==> src/rtl/dsp_mac_sequencer.sv <==
// rtl/dsp_mac_sequencer.sv - dot-product sequencer driving one DSP48E1 multiply-accumulate slice
//
// Ports:
//   clk, rst                  clock, asynchronous active-high reset
//   s_valid/s_ready           operand beat handshake
//   s_a, s_b                  signed operands for the current beat
//   s_bias                    signed bias, taken from the first beat of each vector
//   s_last                    marks the final beat of a vector
//   m_valid/m_ready           result handshake
//   m_result                  bias + sum(a*b) for one vector, wraps mod 2^48
//   m_len_err                 sticky flag: a vector hit MAX_LEN beats without s_last
//   dsp_a/b/c/opmode/ce/rst   DSP48E1 control and data pins
//   dsp_p                     DSP48E1 P output
module dsp_mac_sequencer #(
    parameter int A_W     = 25,
    parameter int B_W     = 18,
    parameter int LAT     = 3,
    parameter int MAX_LEN = 256
) (
    input  logic                  clk,
    input  logic                  rst,
    input  logic                  s_valid,
    output logic                  s_ready,
    input  logic [A_W-1:0]        s_a,
    input  logic [B_W-1:0]        s_b,
    input  logic [47:0]           s_bias,
    input  logic                  s_last,
    output logic                  m_valid,
    input  logic                  m_ready,
    output logic [47:0]           m_result,
    output logic                  m_len_err,
    output logic [29:0]           dsp_a,
    output logic [17:0]           dsp_b,
    output logic [47:0]           dsp_c,
    output logic [6:0]            dsp_opmode,
    output logic                  dsp_ce,
    output logic                  dsp_rst,
    input  logic [47:0]           dsp_p
);

    localparam int CNT_W = $clog2(MAX_LEN + 1);
    localparam logic [CNT_W-1:0] MAX_CNT = CNT_W'(MAX_LEN);

    localparam logic [6:0] OP_ZERO  = 7'b0000000;
    localparam logic [6:0] OP_MAC_C = 7'b0110101;
    localparam logic [6:0] OP_MAC_P = 7'b0100101;
    localparam logic [6:0] OP_HOLD  = 7'b0100000;

    typedef enum logic {
        IDLE,
        ACC
    } state_t;

    state_t           state;
    logic [CNT_W-1:0] cnt;
    logic             run;

    // Beat tracking pipe, one stage per DSP register level. first/bias are
    // only consumed at the adder stage, so they stop one stage short.
    logic [LAT-1:0]   pipe_vld;
    logic [LAT-1:0]   pipe_last;
    logic [LAT-2:0]   pipe_first;
    logic [47:0]      pipe_bias [LAT-1];

    logic             stall;
    logic             accept;
    logic             beat_first;
    logic [CNT_W-1:0] cnt_inc;
    logic             hit_max;
    logic             beat_last;
    logic             capture;

    // Hold the whole DSP only when a finished sum sits in P and the previous
    // result has not been taken yet; otherwise P can keep accumulating.
    assign stall   = m_valid && !m_ready && pipe_vld[LAT-1] && pipe_last[LAT-1];
    assign dsp_ce  = run && !stall;
    assign s_ready = run && !stall;
    assign accept  = s_valid && s_ready;
    assign dsp_rst = rst;

    assign beat_first = (state == IDLE);
    assign cnt_inc    = beat_first ? CNT_W'(1) : cnt + CNT_W'(1);
    assign hit_max    = (cnt_inc == MAX_CNT);
    assign beat_last  = s_last || hit_max;
    assign capture    = dsp_ce && pipe_vld[LAT-1] && pipe_last[LAT-1];

    // The DSP A/B input registers are the first pipe stage, so operands go
    // straight to the pins; zero them on non-accepted cycles.
    assign dsp_a = accept ? 30'($signed(s_a)) : 30'd0;
    assign dsp_b = accept ? 18'($signed(s_b)) : 18'd0;

    // Adder stage: the beat whose product is in the M register picks the
    // accumulate source. A first beat restarts from C = bias.
    always_comb begin
        dsp_opmode = OP_ZERO;
        dsp_c      = 48'd0;
        if (run) begin
            if (pipe_vld[LAT-2]) begin
                if (pipe_first[LAT-2]) begin
                    dsp_opmode = OP_MAC_C;
                    dsp_c      = pipe_bias[LAT-2];
                end else begin
                    dsp_opmode = OP_MAC_P;
                end
            end else begin
                dsp_opmode = OP_HOLD;
            end
        end
    end

    always_ff @(posedge clk or posedge rst) begin
        if (rst) begin
            state     <= IDLE;
            cnt       <= '0;
            run       <= 1'b0;
            m_len_err <= 1'b0;
            m_valid   <= 1'b0;
            m_result  <= 48'd0;
        end else begin
            run <= 1'b1;
            if (accept) begin
                cnt   <= cnt_inc;
                state <= beat_last ? IDLE : ACC;
                if (hit_max && !s_last) begin
                    m_len_err <= 1'b1;
                end
            end
            if (capture) begin
                m_result <= dsp_p;
                m_valid  <= 1'b1;
            end else if (m_ready) begin
                m_valid <= 1'b0;
            end
        end
    end

    always_ff @(posedge clk or posedge rst) begin
        if (rst) begin
            pipe_vld   <= '0;
            pipe_last  <= '0;
            pipe_first <= '0;
            for (int i = 0; i < LAT - 1; i++) begin
                pipe_bias[i] <= 48'd0;
            end
        end else if (dsp_ce) begin
            pipe_vld   <= {pipe_vld[LAT-2:0], accept};
            pipe_last  <= {pipe_last[LAT-2:0], accept && beat_last};
            for (int i = LAT - 2; i > 0; i--) begin
                pipe_first[i] <= pipe_first[i-1];
                pipe_bias[i]  <= pipe_bias[i-1];
            end
            pipe_first[0] <= accept && beat_first;
            pipe_bias[0]  <= (accept && beat_first) ? s_bias : 48'd0;
        end
    end

endmodule

==> config.mk <==
export PLATFORM = sky130hd
export DESIGN_NAME = dsp_mac_sequencer
export DESIGN_NICKNAME = d
export VERILOG_FILES = /design/src/rtl/dsp_mac_sequencer.sv
export SDC_FILE = /design/constraint.sdc
export NUM_CORES = 1
export LEC_CHECK = 0
export BUFFER_PORTS_ARGS = -buffer_cell sky130_fd_sc_hd__buf_2
export CELL_PAD_IN_SITES_DETAIL_PLACEMENT = 0
export CELL_PAD_IN_SITES_GLOBAL_PLACEMENT = 1
export CORE_MARGIN = 2
export CORE_UTILIZATION = 32
export CTS_CLUSTER_DIAMETER = 60
export DETAILED_ROUTE_END_ITERATION = 8
export HOLD_SLACK_MARGIN = 0.1
export PLACE_DENSITY = 0.81
export SYNTH_ARGS = -nofsm -noshare
export SYNTH_HDL_FRONTEND = slang
export SYNTH_SLANG_ARGS = --single-unit
==> constraint.sdc <==
create_clock -name clk -period 6.8 [get_ports clk]
set_clock_uncertainty 0.1 [all_clocks]
set_input_delay 2.04 -clock clk [delete_from_list [all_inputs] [get_ports clk]]
set_output_delay 2.04 -clock clk [all_outputs]
set_load 0.02 [all_outputs]
# Word level (Yosys, flattened, before mapping)

Index checks and enable logic that the tools add are counted.

Add/sub/neg operators: 1
Eq/ne operators: 1
Mux-type cells: 13
Bitwise operators: 1
Reduce and logical (&&, ||, !) cells: 16

Operators with widths:

| cell                | number |
|---|---|
| $mux 48             | 4 |
| $mux 30             | 1 |
| $mux 18             | 1 |
| $mux 7              | 2 |
| $logic_and 1x1->1   | 10 |
| $add 9x1->9 const B | 1 |
| $eq 9x9->1 const B  | 1 |
| $mux 9              | 1 |
| $mux 5              | 1 |
| $logic_not 1->1     | 3 |
| $mux 1              | 3 |
| $reduce_and 2->1    | 1 |
| $reduce_bool 2->1   | 1 |
| $logic_or 1x1->1    | 1 |
| $not 1->1           | 1 |

Register bits: 165
Output and inout port bits: 156
Word-level logic and storage cells: 43

# Logic depth before layout (Yosys ltp)

Depth in word-level cells: 9
Gate-level depth with buffers: 7
Depth with buffers taken out: 6

# Worst setup path before layout

Ideal clock, no wire load.

Path kind: input to output
Start: input port m_ready
End: output port dsp_a[25]
Arrival time: 3.095 ns
Required time: 4.660 ns
Slack: 1.565 ns
Stages: 5
Buffers on the path: 2
Path through: nand4b_2 -> and3_1 -> clkbuf_1 -> and2_1 -> buf_4

Cells in the longest elaborated chain, start to end: 8

Ends and longest elaborated chain:

| element                        | line | RTL |
|---|---|---|
| start: declaration             | 29   | `input logic m_ready,` |
| $logic_not 1->1                | 75   | `assign stall = m_valid && !m_ready && pipe_vld[LAT-1] && pipe_last[LAT-1];` |
| $logic_and 1x1->1 (3 in a row) | 75   |  |
| $logic_not 1->1                | 77   | `assign s_ready = run && !stall;` |
| $logic_and 1x1->1              | 77   |  |
| $logic_and 1x1->1              | 78   | `assign accept = s_valid && s_ready;` |
| $mux 30                        | 89   | `assign dsp_a = accept ? 30'($signed(s_a)) : 30'd0;` |
| end: declaration               | 32   | `output logic [29:0] dsp_a,` |

Every way passes these cells.

# Worst setup path in the final report

Start: input port m_ready
End: output port dsp_a[24]

Same word-level chain as after synthesis.

==> reports/metrics.yaml <==
route:
  viasPerCell: 4.49
  wl_per_cell_um: 14.3
  antenna_left: 0
  vias: 5383
  drt_iter0_drc: 286
  wl_um: 17200
  drc_errors: 0
  firstDrtPassIters: 4
sta:
  rsz0062_at_grt: "false"
  setup_viol: 0
  finalHoldViolCount: 0
  fin_crit_ns: 5.53
  worstMarginPinSlew_ns: 1.05
  slew_headroom: 0.300
  fin_ws_ns: 1.27
  fmax_mhz: 181
  maxSlewViolCount: 0
  finalCritPeriodShare: 0.814
  fin_tns_setup_ns: 0
place:
  dp_hpwl_um: 11800
  routabilityCongestion: 0.816
  port_buffers: 296
  pre_cts_ws_ns: 1.25
synth:
  ys_async_sr_fraction: 1.00
  syn_area_per_cell_um2: 11.1
  yosysSeqAreaShare: 0.590
  syn_inst: 632
  syn_area_um2: 7000
  ys.flop_type: "dfrtp_1"
  yosys_warnings: 0
  synth.top_cell.area_share: 0.590
  yosys-top-cells-area: "dfrtp_1 (59%), nand2_1 (8.9%), and2_1 (8.4%)"
  synth.ff_latch_count: 165
  synth_edf_count: 0
  yosysUniqueCellTypes: 35
  netlist.top_cell.by_area: "dfrtp_1"
critical_path:
  critPathRequiredTime_ns: 4.66
  reg2reg_to: "pipe_bias[70]$_DFFE_PP0N_"
  rr_startpoint: "pipe_vld[2]$_DFFE_PP0N_"
  reg2reg_slack_ns: 4.06
  critPathLaunchType: "input port"
  cp.arrival_ns: 3.39
  crit_chain: "buf_2 -> nand4b_2 -> and3_1 -> buf_4 -> and2_1 -> buf_2"
  crit_fanout: 37
  end_kind: "output pin"
  critPathSlowestCell: "buf_4"
  max_stage_delay_ns: 0.32
  cp_common_cell: "buf_2"
  path_class: "input port to output pin"
  r2r_cells: 5
global_route:
  grt_max_degree: 104
  grt_usage: 0.152
  grt_pass1_vias: 5474
  antenna_found_initial: 0
  grt-ovfl-total: 0
  grt_pass1_wl_um: 28600
floorplanning:
  ios: 300
  die_w_um: 152
  fp.dieH_um: 152
  dieArea_um2: 23100
  initial_utilization: 0.324
  coreArea_um2: 21600
  rows: 54
cts:
  htree_levels: 4
  cts_sinks: 165
  clock-root-buffer: "clkbuf_16"
  path_clk_slew_ns: 0.07
  postCtsHoldBufs: 0
  clock_insertion_delay_worst_skew_ns: 0.41
  cts_resized: 0
  post-cts-setup-buffers: 0
  cts_inserted_buffers: 17
  cts_tree: "built"
  clockBufferDepth: 2
power_and_ir_drop:
  swShare: 0.305
  power-per-cell-area_nw_per_um2: 319
  p_leak_nw: 5.15
  switchingPower_mw: 0.902
  intPower_mw: 2.05
  finalPower_mw: 2.96
  combPwrFrac: 0.228
  seq_power_share: 0.429
  clockPowerShare: 0.343
  vdd_drop_max_mv: 0.121
layout:
  syn_to_final_growth_pct: 32.3
  nNetsFinal: 1052
  drive_above_1_share: 0.425
  diodes: 0
min_path:
  min-delay-start: "pipe_bias[62]$_DFFE_PP0N_"
  hold_class: "flop to flop"
  holdPathEnd: "pipe_bias[14]$_DFFE_PP0N_"
  holdPathStages: 2
outcome:
  run_status: "finished, final reports clean"
flow_run:
  cap_violations: 0
## state kept, by name, indices dropped and copies added, names as in the netlist
register / count
state: 1
pipe_bias: 96
m_len_err: 1
run: 1
pipe_first: 2
pipe_vld: 3
pipe_last: 3
cnt: 9
m_result: 48
m_valid: 1
## synthesized netlist by cell type (2+ instances only)
master and number:
nand2b_1 2, o21ai_0 8, conb_1 2, buf_2 15
clkbuf_1 20, nand3_1 8, a22o_1 50, xnor2_1 3
buf_4 13, mux2_2 41, a21o_1 4, and2_1 94
inv_1 4, dfrtp_1 165, mux2_4 9, a21oi_1 3
nor2_1 4, nand2_1 166, and3_1 4, buf_6 2
## cell usage in the layout, fill, tap and decap left out, types with 6 or more instances in the layout
cell type	n
o21ai_0	8
mux2_2	41
dfrtp_1	165
inv_6	6
buf_4	8
a22o_1	50
and2_1	94
clkbuf_16	17
mux2_4	9
buf_2	296
nand2_1	166
nand3_1	8
## metrics by stage
step                area, um^2  cells  utilization  hold slack, ns
floorplan                 7010    634            -           0.337
global placement          8650   1168        0.400           0.345
detailed placement        8650   1168        0.400           0.349
CTS                       9260   1200        0.428           0.365
global route              9260   1200        0.428           0.378
finish                    9260   1200        0.428           0.359
## layer usage
metal | GRT usage | wire length [um] | up-vias | share of wire
met1 | 0.191 | 7510 | 2558 | 0.44
met3 | 0.0305 | 778 | 25 | 0.045
met5 | 0 | 0 | - | 0
met2 | 0.260 | 8570 | 175 | 0.50
li1 | - | - | 2625 | -
met4 | 0.0543 | 325 | 0 | 0.019
## logic make-up after synthesis
logic type | share of synthesized area
and+or+nand+nor | 0.196
DFF | 0.590
AOI/OAI and AO/OA | 0.0795
buffers and inverters | 0.0413
muxes | 0.0852
xor gates and xnor gates | 0.00500
other | 0.00107
adders and majority gates | 0.00179
## worst max-delay path by stage
stage	startpoint	to	depth (start not counted)
global placement	m_ready	dsp_a[24]	6
floorplan	rst	cnt[0]$_DFFE_PP0N_	1
global route	m_ready	dsp_a[24]	6
detailed placement	m_ready	dsp_a[26]	6
CTS	m_ready	dsp_a[26]	6
finish	m_ready	dsp_a[24]	6
## critical path, delay by kind of cell
kind / cells / cell delay (ns)
AND/OR/NAND/NOR: 3 / 0.74
buffers and inverters: 3 / 0.61
## power by group through the flow
stage | Sequential (mW) | Combinational, mW | Clock (mW)
detailed placement | 1.29 | 0.684 | 0
finish | 1.27 | 0.674 | 1.01
CTS | 1.27 | 0.686 | 1.05
global placement | 1.28 | 0.675 | 0
floorplan | 1.44 | 0.277 | 0
global route | 1.30 | 0.728 | 1.09
## area by class of cell
class | instances | area (um^2)
multi-input cells | 414 | 2600
well taps | 280 | 350
inverters | 5 | 23.8
clock buffers | 20 | 447
clock inverters | 12 | 166
fillers | 2122 | 12400
flip-flops and latches | 165 | 4130
repair buffers | 304 | 1540
No activity file was read; power rests on OpenSTA's default activity.
